===== config.mk =====
export PLATFORM = sky130hd
export DESIGN_NAME = pipe_hazard_ctrl
export DESIGN_NICKNAME = d
export VERILOG_FILES = /design/src/rtl/core_pkg.sv /design/src/rtl/hz_fwd_sel.sv /design/src/rtl/pipe_hazard_ctrl.sv
export SDC_FILE = /design/constraint.sdc
export NUM_CORES = 1
export LEC_CHECK = 0
export CAP_MARGIN = 20
export CORE_ASPECT_RATIO = 0.7
export CORE_UTILIZATION = 30
export DETAILED_ROUTE_END_ITERATION = 10
export GPL_TIMING_DRIVEN = 0
export PLACE_DENSITY = 0.56
export SLEW_MARGIN = 20
export SYNTH_ARGS = -nofsm -noshare
export SYNTH_HDL_FRONTEND = slang
export SYNTH_HIERARCHICAL = 1
export SYNTH_SLANG_ARGS = --single-unit

===== constraint.sdc =====
create_clock -name clk -period 5.5 [get_ports clk]
set_input_delay 0.825 -clock clk [delete_from_list [all_inputs] [get_ports clk]]
set_output_delay 0.825 -clock clk [all_outputs]
set_load 0.005 [all_outputs]

===== src/rtl/core_pkg.sv =====
// rtl/core_pkg.sv - shared encodings and shadow-entry layout for the hazard controller
package core_pkg;

  // EX operand source selects; values above FWD_WB name deeper forwarding stages
  localparam int FWD_SEL_W   = 3;
  localparam logic [FWD_SEL_W-1:0] FWD_REGFILE = 3'd0;
  localparam logic [FWD_SEL_W-1:0] FWD_MEM     = 3'd1;
  localparam logic [FWD_SEL_W-1:0] FWD_WB      = 3'd2;

  // Bit positions within the flush vector
  localparam int FLUSH_IFID  = 0;
  localparam int FLUSH_IDEX  = 1;
  localparam int FLUSH_EXMEM = 2;

  // Shadow-entry control field widths
  localparam int SH_VALID_W = 1;
  localparam int SH_CTRL_W  = 2;

  // Control part of a shadow entry; the destination register is kept alongside
  typedef struct packed {
    logic valid;
    logic regwrite;
    logic memread;
  } sh_ctrl_t;

endpackage


===== src/rtl/hz_fwd_sel.sv =====
// rtl/hz_fwd_sel.sv - priority matcher picking the youngest forwarding stage for one operand
module hz_fwd_sel
  import core_pkg::*;
#(
  parameter int REG_AW     = 5,
  parameter int FWD_STAGES = 2
) (
  input  logic [REG_AW-1:0]            src_i,
  input  logic                         use_i,
  input  logic                         ex_valid_i,
  input  logic [FWD_STAGES-1:0]        valid_i,
  input  logic [FWD_STAGES-1:0]        regwrite_i,
  input  logic                         mem_load_i,
  input  logic [FWD_STAGES*REG_AW-1:0] rd_i,
  output logic [FWD_SEL_W-1:0]         sel_o
);

  // Scan oldest to youngest so the lowest matching stage wins; a load in MEM has no data yet
  always_comb begin
    sel_o = FWD_REGFILE;
    if (ex_valid_i && use_i && (src_i != '0)) begin
      for (int k = FWD_STAGES; k >= 1; k--) begin
        if (valid_i[k-1] && regwrite_i[k-1] &&
            (rd_i[(k-1)*REG_AW +: REG_AW] == src_i) &&
            !((k == 1) && mem_load_i)) begin
          sel_o = FWD_SEL_W'(k);
        end
      end
    end
  end

endmodule


===== src/rtl/pipe_hazard_ctrl.sv =====
// rtl/pipe_hazard_ctrl.sv - shadow-pipeline hazard, flush and forwarding controller
module pipe_hazard_ctrl
  import core_pkg::*;
#(
  parameter int REG_AW      = 5,
  parameter int FWD_STAGES  = 2,
  parameter int FLUSH_DEPTH = 3,
  parameter int CNT_W       = 16
) (
  input  logic                   clk,
  input  logic                   reset,
  input  logic                   id_valid,
  input  logic [REG_AW-1:0]      id_rs,
  input  logic [REG_AW-1:0]      id_rt,
  input  logic                   id_uses_rs,
  input  logic                   id_uses_rt,
  input  logic [REG_AW-1:0]      id_rd,
  input  logic                   id_regwrite,
  input  logic                   id_memread,
  input  logic                   redirect,
  input  logic                   mc_busy,
  output logic                   pc_write,
  output logic                   ifid_write,
  output logic                   idex_write,
  output logic                   id_bubble,
  output logic [FLUSH_DEPTH-1:0] flush,
  output logic [FWD_SEL_W-1:0]   fwd_a,
  output logic [FWD_SEL_W-1:0]   fwd_b,
  output logic [CNT_W-1:0]       stall_cnt,
  output logic [CNT_W-1:0]       flush_cnt
);

  // Entry 0 mirrors ID/EX, entry k mirrors the k-th register after EX
  sh_ctrl_t          ctl_q [FWD_STAGES+1];
  sh_ctrl_t          ctl_d [FWD_STAGES+1];
  logic [REG_AW-1:0] rd_q  [FWD_STAGES+1];
  logic [REG_AW-1:0] rd_d  [FWD_STAGES+1];
  logic [REG_AW-1:0] rs_q, rs_d, rt_q, rt_d;
  logic              urs_q, urs_d, urt_q, urt_d;
  logic [CNT_W-1:0]  stall_cnt_q, flush_cnt_q;

  logic load_use, do_flush, stall_mc, stall_lu;
  logic [FWD_STAGES-1:0]        fv, frw;
  logic [FWD_STAGES*REG_AW-1:0] frd;
  logic [FWD_SEL_W-1:0]         sel_a, sel_b;

  // Hazard classification with reset > redirect > mc_busy > load-use priority
  always_comb begin
    load_use = ctl_q[0].valid && ctl_q[0].memread && (rd_q[0] != '0) &&
               ((id_uses_rs && (rd_q[0] == id_rs)) ||
                (id_uses_rt && (rd_q[0] == id_rt)));
    do_flush = !reset && redirect;
    stall_mc = !reset && !redirect && mc_busy;
    stall_lu = !reset && !redirect && !mc_busy && load_use;
  end

  assign pc_write   = !(stall_mc || stall_lu);
  assign ifid_write = !(stall_mc || stall_lu);
  assign idex_write = !stall_mc;
  assign id_bubble  = stall_lu;
  assign flush      = do_flush ? {FLUSH_DEPTH{1'b1}} : '0;
  assign fwd_a      = reset ? FWD_REGFILE : sel_a;
  assign fwd_b      = reset ? FWD_REGFILE : sel_b;
  assign stall_cnt  = stall_cnt_q;
  assign flush_cnt  = flush_cnt_q;

  // Next shadow state: shift by default, then apply squash, hold or bubble
  always_comb begin
    ctl_d[0] = '{valid: id_valid, regwrite: id_regwrite, memread: id_memread};
    rd_d[0]  = id_rd;
    rs_d     = id_rs;
    rt_d     = id_rt;
    urs_d    = id_uses_rs;
    urt_d    = id_uses_rt;
    for (int k = 1; k <= FWD_STAGES; k++) begin
      ctl_d[k] = ctl_q[k-1];
      rd_d[k]  = rd_q[k-1];
    end
    if (do_flush) begin
      // Only stages actually squashed lose their entry; the MEM entry moves on
      if (FLUSH_DEPTH > FLUSH_IDEX) begin
        ctl_d[0] = '0;
        urs_d    = 1'b0;
        urt_d    = 1'b0;
      end
      if (FLUSH_DEPTH > FLUSH_EXMEM) begin
        ctl_d[1] = '0;
      end
    end else if (stall_mc) begin
      ctl_d[0] = ctl_q[0];
      rd_d[0]  = rd_q[0];
      rs_d     = rs_q;
      rt_d     = rt_q;
      urs_d    = urs_q;
      urt_d    = urt_q;
      ctl_d[1] = '0;
    end else if (stall_lu) begin
      ctl_d[0] = '0;
      urs_d    = 1'b0;
      urt_d    = 1'b0;
    end
  end

  // Shadow registers and saturating counters
  always_ff @(posedge clk) begin
    if (reset) begin
      for (int k = 0; k <= FWD_STAGES; k++) begin
        ctl_q[k] <= '0;
        rd_q[k]  <= '0;
      end
      rs_q        <= '0;
      rt_q        <= '0;
      urs_q       <= 1'b0;
      urt_q       <= 1'b0;
      stall_cnt_q <= '0;
      flush_cnt_q <= '0;
    end else begin
      for (int k = 0; k <= FWD_STAGES; k++) begin
        ctl_q[k] <= ctl_d[k];
        rd_q[k]  <= rd_d[k];
      end
      rs_q  <= rs_d;
      rt_q  <= rt_d;
      urs_q <= urs_d;
      urt_q <= urt_d;
      if ((stall_mc || stall_lu) && (stall_cnt_q != '1)) begin
        stall_cnt_q <= stall_cnt_q + CNT_W'(1);
      end
      if (do_flush && (flush_cnt_q != '1)) begin
        flush_cnt_q <= flush_cnt_q + CNT_W'(1);
      end
    end
  end

  // Flatten the post-EX entries for the operand matchers
  always_comb begin
    fv  = '0;
    frw = '0;
    frd = '0;
    for (int k = 1; k <= FWD_STAGES; k++) begin
      fv[k-1]                     = ctl_q[k].valid;
      frw[k-1]                    = ctl_q[k].regwrite;
      frd[(k-1)*REG_AW +: REG_AW] = rd_q[k];
    end
  end

  hz_fwd_sel #(.REG_AW(REG_AW), .FWD_STAGES(FWD_STAGES)) u_sel_a (
    .src_i      (rs_q),
    .use_i      (urs_q),
    .ex_valid_i (ctl_q[0].valid),
    .valid_i    (fv),
    .regwrite_i (frw),
    .mem_load_i (ctl_q[1].memread),
    .rd_i       (frd),
    .sel_o      (sel_a)
  );

  hz_fwd_sel #(.REG_AW(REG_AW), .FWD_STAGES(FWD_STAGES)) u_sel_b (
    .src_i      (rt_q),
    .use_i      (urt_q),
    .ex_valid_i (ctl_q[0].valid),
    .valid_i    (fv),
    .regwrite_i (frw),
    .mem_load_i (ctl_q[1].memread),
    .rd_i       (frd),
    .sel_o      (sel_b)
  );

endmodule

==> results.py, run 1 <==
metrics = {
    "cts": {
        "htree_levels": 3,
        "clock_sinks": 67,
        "clkLatencyLatePin_ps": 330,
        "cts_tree": "yes",
        "cts_root_buffer": "clkbuf_16",
        "hold_buffers": 0,
        "post_cts_buffers": 0,
        "cts.clk_slew.worst_paths_ps": 50,
        "cts.path.max_buffers": 2,
        "cts-resized-gates": 0,
        "cts_made_buffers": 9,
    },
    "logic_synthesis": {
        "netlist_area_um2": 3250,
        "ys_warn_count": 6,
        "yosysSeqAreaShare": 0.413,
        "synth_edf_count": 0,
        "async_flop_share": 0,
        "synth_cell_types": 52,
        "synth_area_per_cell_um2": 8.71,
        "syn_inst": 373,
        "synth-seq-cells": 67,
        "ys.flop_type": "dfxtp_1",
        "synth_nets": 399,
    },
    "power": {
        "p_leak_nw": 1.45,
        "p_per_area_nw_per_um2": 262,
        "p_int_mw": 0.869,
        "power_frac_seq": 0.458,
        "clkPwrFrac": 0.454,
        "ir_drop_v": 0.000160,
        "switchingPower_mw": 0.269,
        "comb_power_share": 0.088,
        "swShare": 0.236,
    },
    "critical_path": {
        "required_ps": 4680,
        "end_kind": "output pin",
        "arrival_ps": 3020,
        "cp-start-kind": "input pin",
        "path_class": "in2out",
        "crit_fanout": 7,
    },
    "detailed_routing": {
        "vias": 2829,
        "drt-wirelength-per-cell_um": 14.7,
        "ant_nets": 0,
        "viasPerCell": 4.83,
        "drtIter0Drc": 127,
        "wirelength_um": 8590,
        "drc": 0,
        "drtPass1Iterations": 4,
    },
    "final_layout": {
        "fin_nets": 476,
        "mostFrequentLayoutCells": "dfxtp_1, clkdlybuf4s50_1, nand2_1",
        "layout-drive-gt1-share": 0.0771,
        "layout_commonest_cell": "dfxtp_1",
        "fin_util": 0.416,
        "diodes": 0,
        "syn_to_final_growth_pct": 33.5,
    },
    "place": {
        "io_buffers": 66,
        "hpwl_um": 6480,
        "gp_congestion": 0.809,
    },
    "timing": {
        "clock_skew_ps": 7.83,
        "finalSetupViolCount": 0,
        "worstMarginPinSlew_ps": 790,
        "fin_setup_tns_ps": 0,
        "min_period_ps": 3850,
        "finalMaxSlewViolations": 0,
        "period_share": 0.700,
        "slew_headroom": 0.469,
        "hold_viol": 0,
        "max_freq_mhz": 260,
        "grt_setup_unrepaired": "false",
    },
    "worst_hold_path": {
        "hp-class": "reg2reg",
    },
    "outcome": {
        "outcome": "complete, no violations",
    },
    "global_routing": {
        "grt_max_degree": 12,
        "grt_pass1_vias": 2815,
        "grt_antenna_before_repair": 0,
        "grt_usage": 0.164,
        "grt_remaining_overflow": 0,
        "grt_pass1_wl_um": 14100,
    },
    "floorplan": {
        "num_io_pins": 69,
        "coreArea_um2": 10400,
        "start_util": 0.312,
        "row_count": 31,
        "dieArea_um2": 11300,
        "dieWidth_um": 126,
        "die_h_um": 89.1,
    },
    "run": {
        "max_cap_viol_count": 0,
    },
}
power by group through the flow:
stage | Combinational, mW | Clock [mW] | Sequential (mW)
floorplan | 0.0586 | 0 | 0.523
global placement | 0.0995 | 0 | 0.530
detailed placement | 0.101 | 0 | 0.531
CTS | 0.102 | 0.528 | 0.521
global route | 0.111 | 0.546 | 0.523
finish | 0.101 | 0.516 | 0.521
cells in the mapped netlist (all sizes together), types with 4 or more instances:
cell type / count / area, um2
o31ai: 5 / 37.5
dfxtp: 67 / 1340
nor3: 4 / 20.0
nand3: 15 / 75.1
or4: 10 / 78.8
inv: 4 / 15.0
nor2: 29 / 109
clkbuf: 10 / 37.5
nand4: 14 / 93.8
mux2i: 4 / 40.0
or3: 5 / 31.3
and2: 4 / 27.5
nor2b: 21 / 131
xnor2: 33 / 289
a21oi: 13 / 68.8
buf: 8 / 63.8
nand2: 55 / 206
o21ai: 21 / 105
xor2: 10 / 87.6
critical path: stages:
cell and delay, ps:
clkdlybuf4s50_1 570, or2_4 340, nor3b_4 200, o311a_2 270
nand2_1 210, inv_1 100, clkdlybuf4s50_1 500
layer usage:
metal	GRT usage	wire (um)
met2	0.249	3570
met1	0.226	4530
met3	0.0437	386
met5	0	0
met4	0.0526	99
worst paths after layout:
check	startpoint	to	slack [ps]	cells past startpoint
max reg2reg	stall_cnt[0]	stall_cnt[1]	3100	8
max	reset	id_bubble	1650	7
min reg2reg	urt_q	urt_q	460	2
min	urt_q	urt_q	460	2
area by class of cell:
| type | instances | area, um2 |
|---|---|---|
| clock inverter | 2 | 12.5 |
| sequential | 67 | 1340 |
| inverter | 5 | 18.8 |
| clock buffer | 13 | 250 |
| tap | 132 | 165 |
| buffer | 18 | 101 |
| multi-input combinational | 283 | 1790 |
| timing repair buffer | 66 | 661 |
| fill | 1039 | 6090 |
kinds of logic (layout without fill, tap and decap cells):
kind of cell | after synthesis | count (layout) | synth area share
flops | 67 | 67 | 0.413
xor+xnor | 43 | 43 | 0.116
simple gates | 172 | 172 | 0.282
compound gates | 58 | 58 | 0.123
buf+inv | 23 | 104 | 0.0369
mux | 6 | 6 | 0.0192
fa+ha+maj | 2 | 2 | 0.00770
other cells | 2 | 2 | 0.00231
metrics by stage:
step           setup slack (ps)  hold slack (ps)  area, um2  instances  total power [mW]
2_1_floorplan              2840              417       3250        373             0.582
3_3_place_gp               1620              452       4080        571             0.630
4_1_cts                    1610              459       4340        586              1.15
3_5_place_dp               1610              454       4080        571             0.632
5_1_grt                    1500              488       4340        586              1.18
6_report                   1650              460       4340        586              1.14
flip-flops by register name, summed over array words and instances, names as in the netlist:
register and cells:
urs_q 1, stall_cnt 16, urt_q 1, rt_q 5, ctl_q 8, rd_q 15
rs_q 5, flush_cnt 16
Note: power is estimated with default switching activity, not from simulation.
==> inputs of run 2 (changes only) <==
PLACE_DENSITY = 0.58   (was 0.56)
clock period = 3.2 ns   (was 5.5 ns; I/O delays follow)
==> results.py, run 2 (same netlist as run 1, synthesis figures left out) <==
metrics = {
    "final_layout": {
        "fin_nets": 476,
        "layout-drive-gt1-share": 0.0859,
        "layout_commonest_cell": "dfxtp_1",
        "diodes": 0,
        "mostFrequentLayoutCells": "dfxtp_1, clkdlybuf4s50_1, nand2_1",
        "syn_to_final_growth_pct": 35.3,
    },
    "power": {
        "p_leak_nw": 1.50,
        "p_total_mw": 2.10,
        "power_frac_seq": 0.426,
        "ir_drop_v": 0.000266,
        "p_int_mw": 1.64,
        "comb_power_share": 0.082,
        "p_per_area_nw_per_um2": 477,
        "clkPwrFrac": 0.492,
        "switchingPower_mw": 0.460,
        "swShare": 0.219,
    },
    "floorplan": {
        "row_count": 31,
        "coreArea_um2": 10400,
        "num_io_pins": 69,
        "die_h_um": 89.1,
        "start_util": 0.312,
        "dieArea_um2": 11300,
        "dieWidth_um": 126,
    },
    "critical_path": {
        "endpoint": "pc_write",
        "end_kind": "output pin",
        "startpoint": "redirect",
        "cp_cell_sequence": "clkdlybuf4s50_1 > or2_4 > nor3b_4 > o311a_2 > a21oi_2 > buf_6 > buf_4 > clkdlybuf4s50_1",
        "crit_fanout": 11,
        "reg2reg_slack_ps": 820,
        "rr_startpoint": "stall_cnt[0]",
        "path_class": "in2out",
        "arrival_ps": 2550,
        "crit_top_cell": "clkdlybuf4s50_1",
        "cpMaxStageDelayCell": "clkdlybuf4s50_1",
        "worst_r2r_endpoint": "stall_cnt[1]",
        "cp_slowest_stage_delay_ps": 460,
        "required_ps": 2720,
        "r2r_cells": 8,
        "cp-start-kind": "input pin",
    },
    "place": {
        "dp_slack_ps": 23.7,
        "hpwl_um": 6440,
        "gp_congestion": 0.777,
        "io_buffers": 66,
    },
    "timing": {
        "slew_headroom": 0.484,
        "layout_setup_ws_ps": 174,
        "finalMaxSlewViolations": 0,
        "whs_ps": 454,
        "finalSetupViolCount": 0,
        "hold_viol": 0,
        "grt_setup_unrepaired": "false",
        "period_share": 0.945,
        "worstMarginPinSlew_ps": 768,
        "min_period_ps": 3030,
        "max_freq_mhz": 331,
        "clock_skew_ps": 4.77,
    },
    "detailed_routing": {
        "viasPerCell": 4.84,
        "drt-wirelength-per-cell_um": 14.5,
        "ant_nets": 0,
        "wirelength_um": 8500,
        "drtIter0Drc": 123,
        "drc": 0,
        "drtPass1Iterations": 4,
        "vias": 2839,
    },
    "cts": {
        "cts.clk_slew.worst_paths_ps": 50,
        "cts_root_buffer": "clkbuf_16",
        "hold_buffers": 0,
        "htree_levels": 3,
        "cts_made_buffers": 9,
        "cts_tree": "yes",
        "clkLatencyLatePin_ps": 330,
        "clock_sinks": 67,
        "cts.path.max_buffers": 2,
    },
    "global_routing": {
        "grt_pass1_wl_um": 13800,
        "grt_remaining_overflow": 0,
        "grt_antenna_before_repair": 0,
        "grt_usage": 0.161,
        "grt_max_degree": 12,
        "grt_pass1_vias": 2711,
    },
    "worst_hold_path": {
        "hp-class": "reg2reg",
        "hold_start": "ctl_q[0][1]",
    },
    "outcome": {
        "outcome": "complete, no violations",
    },
    "run": {
        "max_cap_viol_count": 0,
    },
}
==> run 2: changes by cell type in the layout (fill, tap and decap cells not counted), sizes merged <==
cell / delta
bufinv: +1
clkbuf: +1
clkdlybuf4s50: -1
clkinv: -1
clkinvlp: -1
dlymetal6s2s: +1
==> run 2: layer usage <==
layer	global-route usage	up-vias	part of all wire
met1	0.226	1305	0.52
met4	0.0504	0	0.0097
met3	0.0485	8	0.058
li1	-	1447	-
met5	0	-	0
met2	0.236	79	0.41
==> run 2: power by group through the flow <==
stage | Combinational (mW) | Sequential, mW | Clock, mW
2_1_floorplan | 0.101 | 0.900 | 0
3_3_place_gp | 0.170 | 0.911 | 0
3_5_place_dp | 0.172 | 0.912 | 0
4_1_cts | 0.173 | 0.894 | 1.05
5_1_grt | 0.190 | 0.898 | 1.09
6_report | 0.172 | 0.894 | 1.03
==> run 2: worst min path at each step <==
stage / end / slack (ps) / depth (start not counted)
global placement: ctl_q[0][1] / 440 / 2
detailed placement: ctl_q[0][1] / 450 / 2
CTS: ctl_q[0][1] / 460 / 2
floorplan: ctl_q[0][1] / 420 / 2
global route: urt_q / 500 / 2
finish: ctl_q[0][1] / 450 / 2
==> run 2: through the flow <==
step	cell area (um2)	cells	utilization	TNS (ps)
2_1_floorplan	3250	373	-	0
3_3_place_gp	4080	571	0.391	-0.618
3_5_place_dp	4080	571	0.391	0
4_1_cts	4390	586	0.421	0
5_1_grt	4400	586	0.421	0
6_report	4400	586	0.421	0
==> run 2: worst max-delay path, delay by kind of cell <==
family                 cells  cell delay (ps)
and+or+nand+nor            2              510
buffers and inverters      4             1170
AOI/OAI and AO/OA          2              380
==> run 2: what timing repair did <==
action,4_1_cts,5_1_grt
buffers inserted,0,0
endpoints found under the setup margin,0,6
resized for setup,0,4
==> run 2: area by class of cell <==
type,count,area (um2)
buffer,18,103
clock buffer,14,284
clock inverter,1,30.0
fill,1057,6040
inverter,5,18.8
multi-input combinational,283,1790
sequential,67,1340
tap,132,165
timing repair buffer,66,663
